$ cat config.mk
export PLATFORM = sky130hd
export DESIGN_NAME = mem_access_unit
export DESIGN_NICKNAME = d
export VERILOG_FILES = /design/src/rtl/mau_pkg.sv /design/src/rtl/mau_align.sv /design/src/rtl/mem_access_unit.sv
export SDC_FILE = /design/constraint.sdc
export NUM_CORES = 1
export LEC_CHECK = 0
export ABC_AREA = 0
export CAP_MARGIN = 20
export CORE_MARGIN = 10
export CORE_UTILIZATION = 35
export DETAILED_ROUTE_END_ITERATION = 8
export PLACE_DENSITY = 0.68
export SLEW_MARGIN = 20
export SYNTH_ARGS = -nofsm -noshare
export SYNTH_HDL_FRONTEND = slang
export SYNTH_SLANG_ARGS = --single-unit
$ cat constraint.sdc
create_clock -name clk -period 4.45 [get_ports clk]
set_clock_uncertainty 0.1 [all_clocks]
set_input_delay 0.6675 -clock clk [delete_from_list [all_inputs] [get_ports clk]]
set_output_delay 0.6675 -clock clk [all_outputs]
set_load 0.01 [all_outputs]
$ cat src/rtl/mau_pkg.sv
// mau_pkg -- shared definitions for the memory access unit.
//   SIZE_*      : request/bus size encodings (2'b11 is folded onto byte)
//   mau_state_t : FSM state encoding (IDLE, BUS, RESP)
//   STDOUT_ADDR / EXIT_ADDR : well-known store targets; they travel over the
//                             bus like any other address
//   norm_size() : folds the reserved 2'b11 size onto byte
package mau_pkg;

   localparam logic [1:0] SIZE_WORD = 2'b00;
   localparam logic [1:0] SIZE_HALF = 2'b01;
   localparam logic [1:0] SIZE_BYTE = 2'b10;

   localparam logic [31:0] STDOUT_ADDR = 32'hf000_0000;
   localparam logic [31:0] EXIT_ADDR   = 32'hff00_0000;

   typedef enum logic [1:0] {
      ST_IDLE = 2'b00,
      ST_BUS  = 2'b01,
      ST_RESP = 2'b10
   } mau_state_t;

   function automatic logic [1:0] norm_size(input logic [1:0] s);
      return (s == 2'b11) ? SIZE_BYTE : s;
   endfunction

endpackage

$ cat src/rtl/mau_align.sv
// mau_align -- combinational data steering between the pipeline and the bus.
//   size       : normalised transfer size (SIZE_WORD/HALF/BYTE)
//   is_signed  : sign-extend half/byte loads when set
//   load_raw   : data as seen on the bus (DDT_in)
//   store_raw  : right-justified store data from the pipeline
//   load_data  : extended load result (word unchanged)
//   store_data : bus write data, narrow sizes in the low bits, upper bits 0
module mau_align
   import mau_pkg::*;
(
   input  logic [1:0]  size,
   input  logic        is_signed,
   input  logic [31:0] load_raw,
   input  logic [31:0] store_raw,
   output logic [31:0] load_data,
   output logic [31:0] store_data
);

   always_comb begin
      load_data  = load_raw;
      store_data = store_raw;
      case (size)
         SIZE_WORD: begin
            load_data  = load_raw;
            store_data = store_raw;
         end
         SIZE_HALF: begin
            load_data  = {{16{is_signed & load_raw[15]}}, load_raw[15:0]};
            store_data = {16'h0000, store_raw[15:0]};
         end
         default: begin
            load_data  = {{24{is_signed & load_raw[7]}}, load_raw[7:0]};
            store_data = {24'h000000, store_raw[7:0]};
         end
      endcase
   end

endmodule

$ cat src/rtl/mem_access_unit.sv
// mem_access_unit -- bridges a pipeline load/store request onto a simple
// MREQ/ACKD_n memory bus and returns one completion pulse per request.
//   clk, rst            : clock; synchronous active-low reset
//   req_*               : pipeline request (valid/ready handshake)
//   resp_valid/rdata/err: one-cycle completion with extended load data
//   DAD, DDT_*          : bus address, write data/enable, read data
//   MREQ, WRITE, SIZE   : bus request, direction, size
//   ACKD_n              : active-low bus acknowledge (only looked at in BUS)
//   dbg_state           : current FSM state, for observation
// Parameter TIMEOUT (1..255): BUS cycles without ACK before an error response.
// Build option MAU_MISALIGN_CHECK_EN: when defined, misaligned word/half
// requests skip the bus and complete with resp_err=1; otherwise addresses are
// forwarded unchanged.
//
// Handshake: a request transfers on a rising edge where req_valid && req_ready;
// req_ready is high only in IDLE and does not depend on req_valid, and the
// request fields are only sampled on that edge.
module mem_access_unit
   import mau_pkg::*;
#(
   parameter int unsigned TIMEOUT = 255
) (
   input  logic        clk,
   input  logic        rst,
   input  logic        req_valid,
   input  logic        req_write,
   input  logic [1:0]  req_size,
   input  logic        req_signed,
   input  logic [31:0] req_addr,
   input  logic [31:0] req_wdata,
   output logic        req_ready,
   output logic        resp_valid,
   output logic [31:0] resp_rdata,
   output logic        resp_err,
   output logic [31:0] DAD,
   output logic [31:0] DDT_out,
   output logic        DDT_oe,
   input  logic [31:0] DDT_in,
   output logic        MREQ,
   output logic        WRITE,
   output logic [1:0]  SIZE,
   input  logic        ACKD_n,
   output mau_state_t  dbg_state
);

   // Last count value before the wait counter would reach TIMEOUT.
   localparam logic [7:0] WAIT_LAST = 8'(TIMEOUT - 1);

   mau_state_t  state;
   logic        mreq_q;
   logic        write_q;
   logic [1:0]  size_q;
   logic        signed_q;
   logic [31:0] addr_q;
   logic [31:0] wdata_q;
   logic [7:0]  wait_cnt;
   logic        resp_valid_q;
   logic        resp_err_q;
   logic [31:0] resp_rdata_q;

   logic [1:0]  req_size_n;
   logic        misalign;
   logic [31:0] load_data;
   logic [31:0] store_data;

   assign req_size_n = norm_size(req_size);

`ifdef MAU_MISALIGN_CHECK_EN
   assign misalign = ((req_size_n == SIZE_WORD) && (req_addr[1:0] != 2'b00)) ||
                     ((req_size_n == SIZE_HALF) && req_addr[0]);
`else
   assign misalign = 1'b0;
`endif

   // Steering works off the registered request, so bus data stays stable
   // for the whole BUS phase.
   mau_align u_align (
      .size       (size_q),
      .is_signed  (signed_q),
      .load_raw   (DDT_in),
      .store_raw  (wdata_q),
      .load_data  (load_data),
      .store_data (store_data)
   );

   always_ff @(posedge clk) begin
      if (!rst) begin
         state        <= ST_IDLE;
         mreq_q       <= 1'b0;
         write_q      <= 1'b0;
         size_q       <= SIZE_WORD;
         signed_q     <= 1'b0;
         addr_q       <= 32'h0;
         wdata_q      <= 32'h0;
         wait_cnt     <= 8'h00;
         resp_valid_q <= 1'b0;
         resp_err_q   <= 1'b0;
         resp_rdata_q <= 32'h0;
      end else begin
         resp_valid_q <= 1'b0;
         case (state)
            ST_IDLE: begin
               if (req_valid) begin
                  addr_q       <= req_addr;
                  write_q      <= req_write;
                  size_q       <= req_size_n;
                  signed_q     <= req_signed;
                  wdata_q      <= req_wdata;
                  wait_cnt     <= 8'h00;
                  resp_rdata_q <= 32'h0;
                  if (misalign) begin
                     state        <= ST_RESP;
                     resp_valid_q <= 1'b1;
                     resp_err_q   <= 1'b1;
                  end else begin
                     state      <= ST_BUS;
                     mreq_q     <= 1'b1;
                     resp_err_q <= 1'b0;
                  end
               end
            end
            ST_BUS: begin
               // ACK is checked first so it wins over a same-cycle timeout.
               if (!ACKD_n) begin
                  state        <= ST_RESP;
                  mreq_q       <= 1'b0;
                  resp_valid_q <= 1'b1;
                  resp_err_q   <= 1'b0;
                  resp_rdata_q <= write_q ? 32'h0 : load_data;
               end else if (wait_cnt == WAIT_LAST) begin
                  state        <= ST_RESP;
                  mreq_q       <= 1'b0;
                  resp_valid_q <= 1'b1;
                  resp_err_q   <= 1'b1;
                  resp_rdata_q <= 32'h0;
                  wait_cnt     <= wait_cnt + 8'h01;
               end else begin
                  wait_cnt <= wait_cnt + 8'h01;
               end
            end
            ST_RESP: begin
               state <= ST_IDLE;
            end
            default: begin
               state  <= ST_IDLE;
               mreq_q <= 1'b0;
            end
         endcase
      end
   end

   assign req_ready  = (state == ST_IDLE);
   assign resp_valid = resp_valid_q;
   assign resp_err   = resp_err_q;
   assign resp_rdata = resp_rdata_q;
   assign MREQ       = mreq_q;
   assign WRITE      = write_q;
   assign SIZE       = size_q;
   assign DAD        = addr_q;
   assign DDT_oe     = mreq_q & write_q;
   assign DDT_out    = (mreq_q & write_q) ? store_data : 32'h0;
   assign dbg_state  = state;

endmodule

==> results.md, run 1 <==
* Nets@finish at 891
* FFs w/ async S/R, synth at 0%
* Fin crit share at 77.7%
* Syn_area_per_cell at 8.05 um^2
* Sequential share of the synthesized area at 46.1%
* EDFF count, synth at 0
* DRT Wirelength at 17.2 mm
* Hpwl dp at 12.1 mm
* Slowest cell on the critical path: nor3_2
* Register clock-pin slew on the reported worst setup and hold paths at 0.05 ns
* CP Cell Sequence: nand2_1 > nor3_2 > and2_1 > clkdlybuf4s50_1
* Sw frac at 23.4%
* I/O Pins at 210
* TritonRoute pass-1 iters at 5
* Largest net degree at the start of global routing at 76
* Cells after synthesis at 609
* Setup slack after layout at 0.993 ns
* IR drop worst, VDD at 249 uV
* Via count at 5,151
* Clk sink count at 113
* Setup TNS at 0 ns
* First-pass GRT wire length at 27.4 mm
* Switching power of the nets at 681 uW
* Critical path endpoint category: primary output
* Vias per cell at 5.27
* Mapped Area at 4900 um^2
* YS warnings at 0
* Max-Cap Viols at 0
* Worst Path Max Fanout at 16
* Fmax at 289 MHz
* Hold_ws at 0.351 ns
* Cts hold-fix bufs at 0
* GR Util All Layers at 17.2%
* Leading area contributor after synthesis: dfxtp_1
* Antenna violations before repair at 0
* H-tree lvl count at 4
* Num CTS Buffers at 17
* Fraction of layout cells with a size suffix above 1 at 6.39%
* Synth top area cells: dfxtp_1 46%, nand2_1 11%, a21oi_1 9.2%
* WP data required at 3.68 ns
* Clk_lat worst skew at 0.41 ns
* Internal power at 2.23 mW
* Status: finished, final reports clean
* N_diodes at 0
* Synth Flop Type: dfxtp_1
* Final GP Congestion at 0.800
* Layout Utilization at 55.2%
* Share of total power in combinational logic at 12.9%
* Max-slew violations at 0
* Number of synthesized register bits at 113
* Core area at 13,800 um^2
* Hold Vio Cnt, Final at 0
* Antenna-violating nets left at 0
* Power per cell area at 381 nW/um^2
* WL/cell at 17.6 um
* Dpl ws at 1.32 ns
* CP Launch Type: flop
* Root Buffer: clkbuf_16
* Sequential group share of total power at 37.9%
* CP peak stage delay at 0.70 ns
* Rel. slew slack at 40.2%
* Finished Cell Area at 7640 um^2
* Clk pwr share at 49.2%
* Post-synth cell types at 39
* RSZ-0062 raised after global routing: false
* Area delta synth->final at 55.7%
* Hold crit path type: reg -> reg
* Static Leak at 2.79 nW
* Yosys top cell area share at 46.1%
* Worst path top cell family by delay: simple AND/OR/NAND/NOR gates
* Congestion Overflow GR at 0
* Worst-margin pin slew at 0.892 ns
* Clk buf depth at 2
* Critical path class: reg -> out
* Row count at 43
* Post-layout min period at 3.46 ns
* Count leader, synth: nand2_1
* Starting density of the core at 35.5%
* DRT iter0 DRCs at 327
* Residual DRC at 0
* Post-synth net total at 715
* Die Ht at 138 um
* Post-CTS Setup Bufs at 0
* Port Buffers at 209
* Vias in the first global route at 5,145
* CTS resizes at 0
* Die area at 19,100 um^2
* Placed cell areas at 7010 um^2
* CTS tree: yes
* Top post-synthesis cells by count: 141 x nand2_1, 113 x dfxtp_1, 90 x a21oi_1
* Die width at 138 um
* # setup viols final at 0
* CP arrival at 2.69 ns
* CP bufs+invs at 1
==> flip-flops by register name (all words and copies together), names as in the netlist <==
| name | count |
|---|---|
| wait_cnt | 8 |
| dbg_state | 2 |
| signed_q | 1 |
| resp_rdata | 32 |
| wdata_q | 32 |
| SIZE | 2 |
| MREQ | 1 |
| resp_valid | 1 |
| WRITE | 1 |
| resp_err | 1 |
| DAD | 32 |
==> tightest hold or removal path, cell delays in order, from the launching register on <==
cell and delay, ns:
dfxtp_1 0.30, nand2_1 0.05, a21oi_1 0.05
==> layout by cell type (no fill, tap or decap), drive strengths merged, types with 3 or more instances in the layout <==
cell type	n
o221ai	24
clkbuf	22
nand2	141
buf	10
clkdlybuf4s50	208
mux2i	3
or3	5
o211ai	8
nand3	24
nor2	11
and3	16
a211oi	5
and2	24
a21oi	90
inv	4
o21ai	4
nand4	57
clkinv	5
dfxtp	113
bufinv	4
==> cells by family after synthesis <==
kind of cell,after synthesis,synth area share (%)
multiplexers,3,0.612
buffers and inverters,65,6.12
XOR/XNOR,1,0.179
AND/OR/NAND/NOR,290,29.4
AO/OA/AOI/OAI,135,17.1
adder cells (fa/ha/maj),2,0.510
flip-flops,113,46.1
==> per-layer routing <==
layer | GRT usage [%] | up-vias | wire [um]
li1 | - | 2528 | -
met1 | 19.7 | 2391 | 7110
met2 | 26.3 | 216 | 7700
met3 | 10.3 | 16 | 2200
met4 | 5.27 | 0 | 183
met5 | 0 | - | 0
==> power groups by stage <==
stage                     combinational (mW)  sequential [mW]  clock (mW)
after floorplan                        0.166             1.13           0
after global placement                 0.371             1.12           0
after detailed placement               0.378             1.12           0
after CTS                              0.380             1.10        1.46
after global routing                   0.412             1.11        1.51
final                                  0.376             1.10        1.43
==> layout make-up <==
class | instances | area (um^2)
Clock buffer | 22 | 474
Clock inverter | 10 | 156
Fill cell | 1263 | 6190
Inverter | 4 | 15.0
Multi-Input combinational cell | 431 | 2350
Sequential cell | 113 | 2260
Tap cell | 180 | 225
Timing Repair Buffer | 218 | 2150
==> worst paths after layout <==
check	startpoint	end	slack, ns	cells past startpoint
hold reg to reg	wdata_q[11]$_SDFFE_PN0P_	wdata_q[11]$_SDFFE_PN0P_	0.35	2
setup reg to reg	dbg_state[0]$_SDFFE_PN0P_	resp_rdata[27]$_SDFFE_PN0P_	1.97	4
hold / removal	wdata_q[11]$_SDFFE_PN0P_	wdata_q[11]$_SDFFE_PN0P_	0.35	2
setup / recovery	WRITE$_SDFFE_PN0P_	DDT_out[22]	0.99	4
==> per-stage QoR <==
stage	power, mW	std cells
CTS	2.94	978
global placement	1.49	946
finish	2.91	978
detailed placement	1.50	946
floorplan	1.30	609
global route	3.04	978
(Power assumes the default switching activity.)
==> run 2: changes to the inputs <==
==> constraint.sdc (replaced) <==
create_clock -name clk -period 3.4 [get_ports clk]
set_clock_uncertainty 0.1 [all_clocks]
set_input_delay 0.51 -clock clk [delete_from_list [all_inputs] [get_ports clk]]
set_output_delay 0.51 -clock clk [all_outputs]
set_load 0.01 [all_outputs]
==> run 2 against run 1 <==
  * Setup slack worse by 0.40 ns
  * Via count is 0.85% higher
  * First-iteration DRC count is 17% higher
  * Design area is 0.49% lower
  * Utilization is 0.27 points lower
  * Highest routed layer unchanged
==> results.md, run 2 (synthesis gave the netlist of run 1 again) <==
* Status: finished, final reports clean
* Vias per cell at 5.30 (+0.55%)
* Largest net degree at the start of global routing at 76 (unchanged)
* Internal power at 2.72 mW (+22%)
* Via count at 5,195 (+0.85%)
* Commonest non-fill, non-tap cell in the layout: clkdlybuf4s50_1
* Max-slew violations at 0 (unchanged)
* CP peak stage delay at 0.55 ns (-0.15 ns)
* TritonRoute pass-1 iters at 4 (-1)
* Area delta synth->final at 54.9%
* Worst hold path depth at 2 (unchanged)
* Setup TNS at 0 ns (unchanged)
* Clk sink count at 113 (unchanged)
* Root Buffer: clkbuf_16
* Sequential group share of total power at 40.2% (+2.3 points)
* Switching power of the nets at 867 uW (+27%)
* Antenna violations before repair at 0 (unchanged)
* DRT Wirelength at 17.3 mm (+0.45%)
* WL/cell at 17.6 um (+0.14%)
* Nets@finish at 895 (+0.45%)
* Row count at 43 (unchanged)
* IR drop worst, VDD at 281 uV (+13%)
* WP data required at 2.79 ns (-0.89 ns)
* Core area at 13,800 um^2 (unchanged)
* Commonest non-fill, non-tap cells in the layout: 208 x clkdlybuf4s50_1, 141 x nand2_1, 113 x dfxtp_1, 90 x a21oi_1, 57 x nand4_1
* Fraction of layout cells with a size suffix above 1 at 6.49% (+0.10 points)
* Critical path class: reg -> out
* First-pass GRT wire length at 27.8 mm (+1.5%)
* Starting density of the core at 35.5% (unchanged)
* Register clock-pin slew on the reported worst setup and hold paths at 0.05 ns (about the same)
* CTS resizes at 0 (unchanged)
* Congestion Overflow GR at 0 (unchanged)
* Antenna-violating nets left at 0 (unchanged)
* Max-Cap Viols at 0 (unchanged)
* CP arrival at 2.20 ns (-0.49 ns)
* Post-layout min period at 2.81 ns
* DRT iter0 DRCs at 382 (+17%)
* # setup viols final at 0 (unchanged)
* Hpwl dp at 12.3 mm (+1.9%)
* CP Cell Sequence: buf_4 > nand2_1 > nor3_2 > buf_4 > and2_1 > clkdlybuf4s50_1
* I/O Pins at 210 (unchanged)
* Finished Cell Area at 7600 um^2 (-0.49%)
* Clk pwr share at 45.8% (-3.4 points)
* Sw frac at 24.2% (+0.80 points)
* Static Leak at 2.78 nW (-0.31%)
* Worst-margin pin slew at 0.690 ns (-0.201 ns)
* R2R depth at 4 (unchanged)
* Fmax at 356 MHz
* Residual DRC at 0 (unchanged)
* GR Util All Layers at 17.4% (+0.17 points)
* Share of total power in combinational logic at 14.0% (+1.1 points)
* Final GP Congestion at 0.784 (-2.0%)
* CP Launch Type: flop
* Vias in the first global route at 5,249 (+2.0%)
* Rel. slew slack at 54.0% (+14 points)
* Hold Vio Cnt, Final at 0 (unchanged)
* N_diodes at 0 (unchanged)
* CTS tree: yes
* Setup slack after layout at 0.588 ns (-0.405 ns)
* Slowest cell on the critical path: clkdlybuf4s50_1
* Post-CTS Setup Bufs at 0 (unchanged)
* Worst Path Max Fanout at 12 (-4)
* Critical path endpoint category: primary output
* Port Buffers at 209 (unchanged)
* RSZ-0062 raised after global routing: false
* Num CTS Buffers at 17 (unchanged)
* Cts hold-fix bufs at 0 (unchanged)
* Hold_ws at 0.347 ns (-0.00384 ns)
* Dpl ws at 0.771 ns (-0.545 ns)
* Placed cell areas at 7050 um^2 (+0.61%)
* Layout Utilization at 55.0% (-0.27 points)
* CP dominant cell by count: buf_4
* Fin crit share at 82.7%
* H-tree lvl count at 4 (unchanged)
* Hold crit path type: reg -> reg
* Die area at 19,100 um^2 (unchanged)
* FILL cells at 1,245 (-1.4%)
* Power per cell area at 472 nW/um^2 (+24%)
* Die width at 138 um (unchanged)
* Clk buf depth at 2 (unchanged)
* Clk_lat worst skew at 0.40 ns (about the same)
* Die Ht at 138 um (unchanged)
[run 2: changes by cell type in the layout (fill, tap and decap cells not counted), sizes merged]
cell and delta:
buf +4, clkinvlp -1, clkbuf +3, bufinv -3
[run 2: per-stage QoR]
stage / instances / total power [mW]
after floorplan: 609 / 1.70
after global placement: 950 / 1.96
after detailed placement: 950 / 1.97
after CTS: 981 / 3.63
after global routing: 981 / 3.74
final: 981 / 3.59
[run 2: worst paths after layout]
check,startpoint,end,slack [ns]
worst min-delay path,wdata_q[8]$_SDFFE_PN0P_,wdata_q[8]$_SDFFE_PN0P_,0.35
worst min register to register,wdata_q[8]$_SDFFE_PN0P_,wdata_q[8]$_SDFFE_PN0P_,0.35
worst max-delay path,WRITE$_SDFFE_PN0P_,DDT_out[29],0.59
worst max register to register,dbg_state[0]$_SDFFE_PN0P_,resp_rdata[27]$_SDFFE_PN0P_,1.11
[run 2: cell type report]
cell class                 count  area [um^2]  area share [%]
multi-input combinational    431         2350            30.9
sequential                   113         2260            29.8
timing repair buffer         222         2200            28.9
clock buffer                  25          495            6.52
tap                          180          225            2.96
clock inverter                 6         55.1           0.724
inverter                       4         15.0           0.198
[run 2: critical path, delay by kind of cell (launching register included)]
kind	cells	cell delay (ns)
flip-flops	1	0.30
AND/OR/NAND/NOR	3	0.53
buffers and inverters	3	0.97
[run 2: power by group through the flow]
stage	sequential (mW)	combinational (mW)	clock, mW
floorplan	1.48	0.218	0
global placement	1.46	0.494	0
detailed placement	1.47	0.505	0
CTS	1.44	0.508	1.68
global route	1.45	0.550	1.74
finish	1.44	0.502	1.64
[run 2: routing by layer]
layer	global-route usage (%)	vias to the layer above	wire length (um)
met5	0	-	0
met4	4.88	0	173
met3	9.59	11	2100
met2	27.3	212	7950
met1	19.9	2443	7050
li1	-	2529	-
